`config.mk`:
```
export PLATFORM = sky130hd
export DESIGN_NAME = axi_output_adapter
export DESIGN_NICKNAME = d
export VERILOG_FILES = /design/src/rtl/axi_output_adapter.sv
export SDC_FILE = /design/constraint.sdc
export NUM_CORES = 1
export LEC_CHECK = 0
export ABC_AREA = 1
export CAP_MARGIN = 20
export CORE_AREA = 2 2 207 209
export CTS_BUF_LIST = sky130_fd_sc_hd__clkbuf_4
export DETAILED_ROUTE_END_ITERATION = 10
export DIE_AREA = 0 0 209 211
export GPL_TIMING_DRIVEN = 0
export PLACE_DENSITY = 0.7
export REMOVE_ABC_BUFFERS = 1
export SLEW_MARGIN = 20
export SYNTH_ARGS = -nofsm -noshare
export SYNTH_HDL_FRONTEND = slang
export SYNTH_SLANG_ARGS = --single-unit
```
`constraint.sdc`:
```
create_clock -name clk -period 9.1 [get_ports clk]
set_input_delay 1.82 -clock clk [delete_from_list [all_inputs] [get_ports clk]]
set_output_delay 1.82 -clock clk [all_outputs]
set_load 0.05 [all_outputs]
```
`src/rtl/axi_output_adapter.sv`:
```
// AXI-Stream transmit adapter: captures an N x N accumulator matrix, saturates each
// element to OUT_W bits and streams it row-major with tlast on the final beat.
module axi_output_adapter #(
  parameter int N     = 4,
  parameter int ACC_W = 32,
  parameter int OUT_W = 16
) (
  input  logic                    clk,
  input  logic                    rst,
  input  logic                    enable,
  input  logic                    results_valid,
  input  logic signed [ACC_W-1:0] c_in [N][N],
  output logic                    m_axis_tvalid,
  output logic signed [OUT_W-1:0] m_axis_tdata,
  output logic                    m_axis_tlast,
  input  logic                    m_axis_tready,
  output logic                    busy,
  output logic                    done,
  output logic                    drop
);

  localparam int NB    = N * N;
  localparam int CNT_W = (NB > 1) ? $clog2(NB) : 1;
  localparam logic [CNT_W-1:0] LAST_IDX = CNT_W'(NB - 1);

  typedef enum logic [1:0] {
    IDLE   = 2'd0,
    STREAM = 2'd1,
    DONE   = 2'd2
  } state_t;

  state_t                  state_reg;
  logic [CNT_W-1:0]        beat_cnt_reg;
  logic [CNT_W-1:0]        beat_cnt_next;
  logic signed [OUT_W-1:0] buf_reg [NB];
  logic signed [OUT_W-1:0] sat_val [NB];

  logic                    tvalid_reg;
  logic signed [OUT_W-1:0] tdata_reg;
  logic                    tlast_reg;
  logic                    busy_reg;
  logic                    done_reg;
  logic                    drop_reg;

  // An element fits in OUT_W bits exactly when every bit from OUT_W-1 up to the sign agrees.
  genvar gi;
  generate
    for (gi = 0; gi < NB; gi++) begin : g_sat
      logic signed [ACC_W-1:0] x;
      logic [ACC_W-OUT_W:0]    upper;
      assign x     = c_in[gi / N][gi % N];
      assign upper = x[ACC_W-1:OUT_W-1];
      assign sat_val[gi] = ((&upper) || !(|upper)) ? x[OUT_W-1:0] :
                           x[ACC_W-1] ? {1'b1, {(OUT_W-1){1'b0}}} :
                                        {1'b0, {(OUT_W-1){1'b1}}};
    end
  endgenerate

  assign beat_cnt_next = beat_cnt_reg + CNT_W'(1);

  always_ff @(posedge clk) begin
    if (rst) begin
      state_reg    <= IDLE;
      beat_cnt_reg <= '0;
      tvalid_reg   <= 1'b0;
      tdata_reg    <= '0;
      tlast_reg    <= 1'b0;
      busy_reg     <= 1'b0;
      done_reg     <= 1'b0;
      drop_reg     <= 1'b0;
      for (int i = 0; i < NB; i++) begin
        buf_reg[i] <= '0;
      end
    end else begin
      done_reg <= 1'b0;
      drop_reg <= results_valid && !((state_reg == IDLE) && enable);
      case (state_reg)
        IDLE: begin
          if (results_valid && enable) begin
            for (int i = 0; i < NB; i++) begin
              buf_reg[i] <= sat_val[i];
            end
            beat_cnt_reg <= '0;
            tvalid_reg   <= 1'b1;
            tdata_reg    <= sat_val[0];
            tlast_reg    <= (NB == 1);
            busy_reg     <= 1'b1;
            state_reg    <= STREAM;
          end
        end
        STREAM: begin
          // tvalid is held high for the whole state, so tready alone marks the handshake.
          if (m_axis_tready) begin
            if (beat_cnt_reg == LAST_IDX) begin
              beat_cnt_reg <= '0;
              tvalid_reg   <= 1'b0;
              tlast_reg    <= 1'b0;
              done_reg     <= 1'b1;
              state_reg    <= DONE;
            end else begin
              beat_cnt_reg <= beat_cnt_next;
              tdata_reg    <= buf_reg[beat_cnt_next];
              tlast_reg    <= (beat_cnt_next == LAST_IDX);
            end
          end
        end
        DONE: begin
          busy_reg  <= 1'b0;
          state_reg <= IDLE;
        end
        default: begin
          busy_reg   <= 1'b0;
          tvalid_reg <= 1'b0;
          state_reg  <= IDLE;
        end
      endcase
    end
  end

  assign m_axis_tvalid = tvalid_reg;
  assign m_axis_tdata  = tdata_reg;
  assign m_axis_tlast  = tlast_reg;
  assign busy          = busy_reg;
  assign done          = done_reg;
  assign drop          = drop_reg;

endmodule

```
==> out/metrics.cfg <==
[power_and_ir_drop]
p_int_w = 0.00249
swShare_pct = 25.8
cellLeakagePower_nw = 8.59
clkPwrFrac_pct = 36.8
p_seq_share_pct = 46.0
finalPower_w = 0.00336
peakVddDrop_mv = 0.0834
p_comb_share_pct = 17.2
power.net_switching_w = 0.000867
power_density_nw_per_um2 = 148

[routing]
met3_length_mm = 3.89
ant_nets = 0
vias = 16000
drc_errors = 0
wl_per_cell_um = 18.2
drt_pass1_iterations = 5
via_per_inst = 5.18
wl_met2_mm = 27.4
first_iter_violations = 1154
topRoutingLayerUsed = met4
drt-total-wl_mm = 56.2
wl_met1_mm = 22.8

[sta]
finalCriticalPeriod_ns = 3.88
fmax_mhz = 258
setup_viol = 0
rsz0062_at_grt = no
slew_viol_final = 0
tightest_slew_ns = 1.14
fin_crit_sh_pct = 42.7
slew_headroom_pct = 23.2
finalHoldViolCount = 0
holdWs_ns = 0.467
skew_ns = 0.0478

[cells_and_area]
mostFrequentLayoutCells = nand2_1 (721), clkdlybuf4s50_1 (536), edfxtp_1 (256), a21oi_1 (253), nand3_1 (207)
drive_gt1_share_pct = 7.41
fin_nets = 2993
areaGrowthSynthToFinish_pct = 44.0
largest_reg_flops = 256
final_common_cell = nand2_1
fill_cells = 3808

[worst_setup_path]
crit_start = enable
worst_path_largest_cell_delay_ns = 0.49
path_common_cell = buf_12
reg2reg_from = beat_cnt_reg[0]
crit_chain = clkdlybuf4s50_1 -> nor3b_2 -> nand2_1 -> nand2_4 -> buf_12 -> buf_12 -> buf_16
criticalPathCategory = in -> reg
cp.arrival_ns = 4.27
cp-end-kind = flop
slowest_stage = nand2_4
critPathMaxFanout = 57
critPathLaunchType = input port
worstPathRequired_ns = 9.49

[global_route]
gr-total-overflow = 0
grt_pass1_vias = 15900
grt.total_usage_pct = 24.6
grt_antenna_before_repair = 6
grt_start_max_net_pins = 88
grt_pass1_wl_mm = 84.5

[clock_tree]
clkTransAtPathRegs_ns = 0.06
cts_setup_buffers = 0
hold_buffers = 0
cts_root_buf = clkbuf_4
clock_latency_ns = 0.74
cts_buffers = 79
cts_tree = yes
h-tree-depth = 3
cts_sinks = 283
ctsResizeCount = 0
clockBufferDepth = 3

[place]
io_buffer_count = 537
dp_hpwl_mm = 41.3
gp_congestion = 0.903

[synthesis]
ys_seq_elements = 283
syn-cell-area_um2 = 15800
synth-seq-area-share_pct = 52.2
syn_area_per_cell_um2 = 8.03
synth_top_area_share_pct = 48.8
synthTopCellsByArea = edfxtp_1 (49%), nand2_1 (17%), a21oi_1 (8.0%)
synth_area_leader_cell = edfxtp_1
synthDistinctLibCells = 31
syn_inst = 1961
yosys_warnings = 0

[hold_path]
worstHoldStart = m_axis_tdata[6]
hp-class = reg -> reg

[floorplan]
io_pins = 538
die_height_um = 211
num_rows = 75
design.die.area_um2 = 44100
coreArea_um2 = 41800
start_util_pct = 37.7
die_x_um = 209

[outcome]
status = finished, final reports clean

[run]
cap_viol_max_count = 0

[synth_stat cells]
master / count
nand2_1: 723
edfxtp_1: 256
a21oi_1: 253
nand3_1: 208
inv_1: 93
nor2_1: 90
nand4_1: 66
buf_2: 65
nor3_1: 44
clkbuf_1: 32
nor4_1: 30
dfxtp_1: 27
buf_4: 11
o21ai_0: 10
a21oi_2: 9
buf_1: 9
nand3_2: 9
o21ai_1: 6
inv_2: 5
ha_1: 2
nand2_4: 2
nor2_2: 2
buf_12: 1
buf_6: 1
inv_4: 1
nor2_4: 1
nor3b_2: 1
o211ai_1: 1
o21ai_4: 1
or2_0: 1
xor2_2: 1
[worst max-delay path: cells and delay by family]
family | cells | cell delay [ns]
buffers and inverters | 4 | 1.32
AND/OR/NAND/NOR | 3 | 1.03
[power groups by stage]
stage                     Sequential, W  Combinational, W  Clock [W]
after floorplan                 0.00161          0.000188          0
after global placement          0.00161          0.000557          0
after detailed placement        0.00157          0.000574          0
after CTS                       0.00154          0.000576    0.00126
after global routing            0.00155          0.000622    0.00132
final                           0.00154          0.000577    0.00123
[cell families (layout without fill, tap and decap cells)]
| logic type | count (synthesis) | after routing | share of synthesized area (%) |
|---|---|---|---|
| buf+inv | 218 | 793 | 6.14 |
| flops | 283 | 283 | 52.2 |
| simple gates | 1177 | 1177 | 32.2 |
| fa+ha+maj | 2 | 2 | 0.159 |
| compound gates | 280 | 280 | 9.20 |
| xor+xnor | 1 | 1 | 0.103 |
| other cells | 0 | 7 | 0 |
[stage by stage]
step | instance area, um2 | setup TNS [ns] | setup WS, ns | util, % | std cells
floorplan | 15200 | 0 | 0.884 | - | 1842
global route | 22700 | 0 | 5.12 | 54.3 | 3082
CTS | 22700 | 0 | 5.20 | 54.3 | 3075
detailed placement | 21600 | 0 | 4.46 | 51.7 | 2932
finish | 22700 | 0 | 5.22 | 54.3 | 3082
global placement | 21200 | -1860.80 | -5.45 | 50.8 | 2918
[worst paths after layout]
path / cells after the start / slack [ns] / to
worst max register to register: 13 / 5.48 / m_axis_tdata[15]
worst min register to register: 2 / 0.47 / m_axis_tdata[6]
worst max-delay path: 7 / 5.22 / buf_reg[7][0]
worst min-delay path: 2 / 0.47 / m_axis_tdata[6]
[final cells by class]
cell class | instances | area [um2] | share of cell area, %
clock buffer | 126 | 946 | 4.17
antenna | 7 | 17.5 | 0.0772
tap | 539 | 674 | 2.97
inverter | 99 | 382 | 1.68
sequential | 283 | 8230 | 36.3
multi-input combinational | 1460 | 6600 | 29.1
timing repair buffer | 551 | 5710 | 25.2
clock inverter | 17 | 121 | 0.535
[metal layers]
| metal | global-route usage [%] | vias up |
|---|---|---|
| met4 | 11.0 | 0 |
| li1 | - | 7807 |
| met2 | 41.5 | 670 |
| met3 | 4.68 | 125 |
| met5 | 0 | - |
| met1 | 30.8 | 7368 |
Note: power is estimated with default switching activity, not from simulation.
